### config.mk
export PLATFORM = sky130hd
export DESIGN_NAME = uart_tx_arbiter
export DESIGN_NICKNAME = d
export VERILOG_FILES = /design/src/rtl/uart_ctrl_pkg.sv /design/src/rtl/uart_baud_gen.sv /design/src/rtl/uart_tx_arbiter.sv
export SDC_FILE = /design/constraint.sdc
export NUM_CORES = 1
export LEC_CHECK = 0
export CAP_MARGIN = 10
export CELL_PAD_IN_SITES_DETAIL_PLACEMENT = 2
export CELL_PAD_IN_SITES_GLOBAL_PLACEMENT = 2
export CORE_UTILIZATION = 25
export DETAILED_ROUTE_END_ITERATION = 16
export PLACE_DENSITY_LB_ADDON = 0.1
export SYNTH_ARGS = -nofsm -noshare
export SYNTH_HDL_FRONTEND = slang
export SYNTH_SLANG_ARGS = --single-unit
### constraint.sdc
create_clock -name clk -period 2.1 [get_ports clk]
set_input_delay 0.21 -clock clk [delete_from_list [all_inputs] [get_ports clk]]
set_output_delay 0.21 -clock clk [all_outputs]
set_load 0.01 [all_outputs]
### src/rtl/uart_ctrl_pkg.sv
// Shared types and constants for the UART transmit controller slice.
// Latency: n/a (declarations only).
// Backpressure: n/a.
// Contents: FSM state encoding, header nibble, clog2 helper.
package uart_ctrl_pkg;

  typedef enum logic [2:0] {
    IDLE      = 3'd0,
    ISSUE     = 3'd1,
    WAIT_BUSY = 3'd2,
    WAIT_DONE = 3'd3,
    GUARD     = 3'd4,
    HDR_ISSUE = 3'd5
  } state_t;

  // Upper nibble of the requester-ID header frame.
  localparam logic [3:0] HDR_NIBBLE = 4'hA;

  // Width needed to index n items; never less than 1 bit.
  function automatic int clog2(input int n);
    int w;
    for (w = 1; (1 << w) < n; w++) begin
    end
    return w;
  endfunction

endpackage

### src/rtl/uart_baud_gen.sv
// Free-running baud tick generator: one-cycle tick every CLKS_PER_BIT clocks.
// Latency: first tick CLKS_PER_BIT cycles after rst deasserts.
// Backpressure: none; runs continuously regardless of downstream state.
// Ports: clk, rst (sync, active-high), tick (out, one-cycle pulse).
module uart_baud_gen
  import uart_ctrl_pkg::*;
#(
  parameter int CLKS_PER_BIT = 868
) (
  input  logic clk,
  input  logic rst,
  output logic tick
);

  localparam int CW = clog2(CLKS_PER_BIT);

  logic [CW-1:0] cnt_q, cnt_d;

  always_comb begin
    tick  = (cnt_q == CW'(CLKS_PER_BIT - 1));
    cnt_d = tick ? '0 : cnt_q + CW'(1);
  end

  always_ff @(posedge clk) begin
    if (rst) begin
      cnt_q <= '0;
    end else begin
      cnt_q <= cnt_d;
    end
  end

endmodule

### src/rtl/uart_tx_arbiter.sv
// Round-robin share of one uart_tx between NUM_REQ byte requesters, with baud tick and stop-bit guard.
// Latency: accept at cycle t -> uart_send at t+1; accepts spaced by >= one frame + GUARD_TICKS ticks.
// Backpressure: req_ready is a one-cycle strobe issued only in IDLE; req_valid is ignored elsewhere.
// Ports: clk/rst; req_valid/req_data/req_ready (requester side); tx_en/uart_send/uart_data/uart_busy
//        (uart_tx side); grant_id (last accepted index); active (FSM not in IDLE).
// Build option: UART_ARB_ID_HDR_EN prefixes each grant with a header frame {A, 0, id[2:0]}.
module uart_tx_arbiter
  import uart_ctrl_pkg::*;
#(
  parameter int NUM_REQ      = 4,
  parameter int CLKS_PER_BIT = 868,
  parameter int GUARD_TICKS  = 2
) (
  input  logic                      clk,
  input  logic                      rst,
  input  logic [NUM_REQ-1:0]        req_valid,
  input  logic [NUM_REQ*8-1:0]      req_data,
  output logic [NUM_REQ-1:0]        req_ready,
  output logic                      tx_en,
  output logic                      uart_send,
  output logic [7:0]                uart_data,
  input  logic                      uart_busy,
  output logic [clog2(NUM_REQ)-1:0] grant_id,
  output logic                      active
);

  localparam int IDW = clog2(NUM_REQ);
  localparam int GW  = clog2(GUARD_TICKS + 1);

  state_t           state_q, state_d;
  logic [IDW-1:0]   ptr_q, ptr_d;
  logic [IDW-1:0]   grant_q, grant_d;
  logic [7:0]       data_q, data_d;
  logic [GW-1:0]    guard_q, guard_d;
`ifdef UART_ARB_ID_HDR_EN
  logic             phase_q, phase_d;  // 1: header frame still to go
`endif

  logic             found;
  logic [IDW-1:0]   win;
  logic [IDW-1:0]   idx;

  uart_baud_gen #(.CLKS_PER_BIT(CLKS_PER_BIT)) u_baud_gen (
    .clk  (clk),
    .rst  (rst),
    .tick (tx_en)
  );

  // Descending scan so the requester nearest the pointer is assigned last and wins.
  always_comb begin
    found = 1'b0;
    win   = ptr_q;
    idx   = ptr_q;
    for (int k = NUM_REQ - 1; k >= 0; k--) begin
      idx = IDW'((int'(ptr_q) + k) % NUM_REQ);
      if (req_valid[idx]) begin
        found = 1'b1;
        win   = idx;
      end
    end
  end

  always_comb begin
    state_d   = state_q;
    ptr_d     = ptr_q;
    grant_d   = grant_q;
    data_d    = data_q;
    guard_d   = guard_q;
    req_ready = '0;
`ifdef UART_ARB_ID_HDR_EN
    phase_d   = phase_q;
`endif
    case (state_q)
      IDLE: begin
        // rst gate keeps a grant from being strobed in a cycle that will be discarded.
        if (found && !rst) begin
          req_ready[win] = 1'b1;
          data_d         = req_data[win*8 +: 8];
          grant_d        = win;
          ptr_d          = (win == IDW'(NUM_REQ - 1)) ? '0 : win + IDW'(1);
`ifdef UART_ARB_ID_HDR_EN
          phase_d        = 1'b1;
          state_d        = HDR_ISSUE;
`else
          state_d        = ISSUE;
`endif
        end
      end
`ifdef UART_ARB_ID_HDR_EN
      HDR_ISSUE: state_d = WAIT_BUSY;
`endif
      ISSUE:     state_d = WAIT_BUSY;
      WAIT_BUSY: if (uart_busy)  state_d = WAIT_DONE;
      WAIT_DONE: if (!uart_busy) state_d = GUARD;
      GUARD: begin
        // uart_tx drops busy on the tick that drives the stop bit, so the guard
        // supplies the stop-bit time before the line can start another frame.
        if (tx_en) begin
          if (guard_q <= GW'(1)) begin
            guard_d = GW'(GUARD_TICKS);
`ifdef UART_ARB_ID_HDR_EN
            if (phase_q) begin
              phase_d = 1'b0;
              state_d = ISSUE;
            end else begin
              state_d = IDLE;
            end
`else
            state_d = IDLE;
`endif
          end else begin
            guard_d = guard_q - GW'(1);
          end
        end
      end
      default: state_d = WAIT_DONE;
    endcase
  end

  always_ff @(posedge clk) begin
    if (rst) begin
      // uart_tx has no reset and may still be mid-frame, so resynchronise via WAIT_DONE.
      state_q <= WAIT_DONE;
      ptr_q   <= '0;
      grant_q <= '0;
      data_q  <= '0;
      guard_q <= GW'(GUARD_TICKS);
`ifdef UART_ARB_ID_HDR_EN
      phase_q <= 1'b0;
`endif
    end else begin
      state_q <= state_d;
      ptr_q   <= ptr_d;
      grant_q <= grant_d;
      data_q  <= data_d;
      guard_q <= guard_d;
`ifdef UART_ARB_ID_HDR_EN
      phase_q <= phase_d;
`endif
    end
  end

  assign grant_id = grant_q;
  assign active   = (state_q != IDLE);

`ifdef UART_ARB_ID_HDR_EN
  assign uart_send = (state_q == ISSUE) || (state_q == HDR_ISSUE);
  assign uart_data = phase_q ? {HDR_NIBBLE, 1'b0, 3'(grant_q)} : data_q;
`else
  assign uart_send = (state_q == ISSUE);
  assign uart_data = data_q;
`endif

endmodule

==> results.txt <==
----------------------------------------------------
[Die]
  Starting density of the core ... 25.9%
  Overall die height ... 80.0 microns
  Area enclosed by the die boundary ... 6410 sq um
  Area inside the core boundary ... 5890 sq um
  Floorplan die width ... 80.0 microns
  Row count ... 28
  I/O pins ... 56

[Clock network]
  Clock latency on the worst-skew pair ... 0.27 ns
  H-tree level count ... 1
  Clock tree from TritonCTS ... yes
  Total clock buffers created by CTS ... 3
  Clock slew at reported path FFs ... 0.09 ns
  Number of clock sinks ... 27
  Hold bufs inserted after CTS ... 0
  Root buffer selected by CTS ... sky130_fd_sc_hd__clkbuf_8
  Max clock buf depth ... 2

[Setup path]
  Critical path start-end classification ... flip-flop to primary output
  Data required time of the worst path ... 1.89 ns
  Reg2Reg Launch Point ... ptr_q[0]
  Capture point of the worst reg-to-reg path ... uart_data[6]
  Critical Path Fanout Max ... 4
  Endpoint kind of the worst setup timing path ... primary output
  Worst EP arrival ... 1.80 ns
  Worst setup slack for register-to-register paths ... 0.19 ns
  Worst-case reg-to-reg path depth ... 8
  Category of the worst setup path launch point ... flip-flop

[Worst hold path]
  Worst hold path cell count ... 2
  Path class of the lowest-slack min-delay path ... flip-flop to flip-flop
  Worst hold start ... grant_id[0]
  End point of the most critical hold path ... grant_id[0]

[STA]
  Maximum clock skew at final layout ... 0.00574 ns
  Actual slew at the worst max-slew pin ... 0.494 ns
  Maximum clock frequency ... 0.496 GHz
  RSZ-0062 raised after global routing ... true
  Final Hold Vio Count ... 0
  Setup-failing EPs final ... 0
  Tmin final ... 2.01 ns
  Worst setup margin ... 0.0857 ns
  Final Slew Violations ... 0
  Fin crit share ... 95.9%
  Max transition margin ... 67.0%

[Power]
  Max VDD drop ... 0.000271 V
  Overall power ... 0.00110 W
  Leakage power figure ... 0.915 nW
  Total power per unit cell area ... 477 nW/um^2

[Layout]
  Total inserted antenna cells ... 0
  Fraction of final layout cells sized beyond drive strength 1 ... 17.2%
  Area used by sequential logic in the layout ... 543 sq um
  Layout-stage area growth over the synthesis result ... 51.8%
  Total number of nets in the final design ... 283
  Fill count ... 666
  Area of combinational cells with multiple inputs ... 933 sq um

[Synth]
  Synthesized netlist net count ... 215
  Post-synthesis cell area ... 1520 sq um
  Cells taking the most area after synthesis ... sky130_fd_sc_hd__dfxtp_1 35%, sky130_fd_sc_hd__mux2i_1 11%, sky130_fd_sc_hd__nand3b_1 4.9%
  Average footprint of a synthesized cell ... 8.90 sq um
  Cells after synthesis ... 171
  Top FF cell, synth ... sky130_fd_sc_hd__dfxtp_1
  Synth Warn # ... 0
  Post-synth EDFFs ... 0
  Async S/R FF share, synth ... 0%
  Share of the yosys chip area belonging to registers ... 35.5%
  Synth area leader ... sky130_fd_sc_hd__dfxtp_1
  Post-synthesis sequential element count ... 27
  Count of unique library cells instantiated by Yosys ... 37
  Post-synth top area share ... 35.5%

[Routing]
  TritonRoute pass-1 iters ... 4
  Initial DRC count ... 30
  Via density per instance ... 4.81
  Vias post-DR ... 1507
  DRC errors left ... 0
  Remaining antenna violation count ... 0
  Aggregate routed wire length ... 4.76 mm
  Avg WL per Cell ... 15.2 microns

[Global route]
  Wire length of the first global-routing pass ... 7.59 mm
  Largest net degree at the start of global routing ... 19
  Remaining Overflow, GRT ... 0
  Antenna violations before repair ... 0
  Global-route total usage across every layer ... 15.1%
  Vias in the first global route ... 1646

[Run]
  Max-cap violation count ... 0

[Place]
  Number of I/O port buffers ... 55
  Final weighted congestion in routability-driven placement ... 0.758
  Detailed Place HPWL ... 3.74 mm
  Setup slack after placement ... -0.413 ns

[Outcome]
  Result of the run ... completed

----------------------------------------------------
==> Yosys cell counts, types with 2 or more instances <==
library cell / instances
sky130_fd_sc_hd__nand2_1: 11
sky130_fd_sc_hd__mux2i_1: 17
sky130_fd_sc_hd__or3_1: 2
sky130_fd_sc_hd__o221ai_1: 8
sky130_fd_sc_hd__buf_4: 3
sky130_fd_sc_hd__ha_1: 5
sky130_fd_sc_hd__nor2_1: 16
sky130_fd_sc_hd__nor3b_1: 2
sky130_fd_sc_hd__a21oi_1: 8
sky130_fd_sc_hd__o21ai_0: 3
sky130_fd_sc_hd__buf_2: 2
sky130_fd_sc_hd__a21o_1: 2
sky130_fd_sc_hd__clkbuf_1: 3
sky130_fd_sc_hd__nand3_1: 7
sky130_fd_sc_hd__xor2_1: 4
sky130_fd_sc_hd__dfxtp_1: 27
sky130_fd_sc_hd__inv_1: 11
sky130_fd_sc_hd__nor3_1: 3
sky130_fd_sc_hd__xnor2_1: 4
sky130_fd_sc_hd__nand3b_1: 10
sky130_fd_sc_hd__and3_1: 4
sky130_fd_sc_hd__nand2b_1: 4
==> sequential cells by signal, indices dropped and copies added (netlist names) <==
register / flops
state_q: 3
grant_id: 2
guard_q: 2
ptr_q: 2
u_baud_gen.cnt_q: 10
uart_data: 8
==> stage by stage <==
stage	hold slack, ns	std cells	utilization, %	cell area (sq um)	TNS [ns]
3_3_place_gp	0.445	304	37.6	2210	-1.68
2_1_floorplan	0.352	171	-	1520	0
6_report	0.467	313	39.3	2310	0
5_1_grt	0.499	313	39.3	2310	-0.0197
3_5_place_dp	0.461	304	37.6	2210	-2.76
4_1_cts	0.474	312	38.9	2290	0
==> area by class of cell <==
| cell class | count | share of cell area (%) |
|---|---|---|
| inverter | 11 | 1.79 |
| sequential | 27 | 23.5 |
| clock buffer | 4 | 1.95 |
| multi-input combinational | 125 | 40.4 |
| tap | 75 | 4.06 |
| timing repair buffer | 71 | 28.3 |
==> cells in the final DEF (no fill, tap or decap), types with 4 or more instances in the layout <==
cell type | Yosys | final
sky130_fd_sc_hd__clkdlybuf4s50_1 | 0 | 46
sky130_fd_sc_hd__dfxtp_1 | 27 | 25
sky130_fd_sc_hd__mux2i_1 | 17 | 17
sky130_fd_sc_hd__nor2_1 | 16 | 16
sky130_fd_sc_hd__buf_4 | 3 | 15
sky130_fd_sc_hd__nand2_1 | 11 | 11
sky130_fd_sc_hd__nand3b_1 | 10 | 10
sky130_fd_sc_hd__inv_1 | 11 | 9
sky130_fd_sc_hd__a21oi_1 | 8 | 8
sky130_fd_sc_hd__o221ai_1 | 8 | 8
sky130_fd_sc_hd__nand3_1 | 7 | 7
sky130_fd_sc_hd__dlygate4sd2_1 | 0 | 5
sky130_fd_sc_hd__nand2b_1 | 4 | 4
sky130_fd_sc_hd__xor2_1 | 4 | 4
sky130_fd_sc_hd__xnor2_1 | 4 | 4
==> logic make-up after synthesis <==
logic type / Yosys count / share of synthesized area (%)
AO/OA/AOI/OAI: 27 / 12.6
XOR/XNOR: 8 / 4.60
adder cells (fa/ha/maj): 5 / 4.11
buffers and inverters: 19 / 5.59
flip-flops: 27 / 35.5
multiplexers: 18 / 12.2
AND/OR/NAND/NOR: 67 / 25.5
==> routing by layer <==
layer  GRT usage, %  vias up  routed length (microns)
met3           2.06        2                      137
met1           16.8      745                     2040
li1               -      737                        -
met5              0        -                        0
met2           29.7       23                     2570
met4           3.75        0                       19
==> critical path: stages, from the launching register on <==
cell,delay [ns]
sky130_fd_sc_hd__dfxtp_2,0.34
sky130_fd_sc_hd__inv_2,0.05
sky130_fd_sc_hd__a22o_1,0.24
sky130_fd_sc_hd__a211oi_4,0.29
sky130_fd_sc_hd__buf_4,0.16
sky130_fd_sc_hd__inv_2,0.04
sky130_fd_sc_hd__ha_2,0.17
sky130_fd_sc_hd__and3_4,0.14
sky130_fd_sc_hd__buf_6,0.11
==> where the power goes <==
group          switching (W)  internal (W)
combinational       0.000104      0.000151
clock               0.000157      0.000136
sequential         0.0000262      0.000529
total               0.000288      0.000816
==> timing repair <==
action / CTS / global route
pin swaps: 3 / 1
cloned: 0 / 0
endpoints found under the setup margin: 5 / 12
resized for setup: 24 / 8
buffers inserted: 4 / 1
==> worst max-delay path by stage <==
stage	cells after the start	to	slack, ns	startpoint
6_report	8	req_ready[2]	0.09	ptr_q[0]
5_1_grt	8	req_ready[0]	-0.01	ptr_q[0]
4_1_cts	7	req_ready[1]	0.003	ptr_q[0]
3_5_place_dp	7	req_ready[2]	-0.41	req_valid[0]
3_3_place_gp	7	req_ready[2]	-0.32	req_valid[2]
2_1_floorplan	7	req_ready[0]	0.40	ptr_q[0]
No activity file was read; power rests on OpenSTA's default activity.
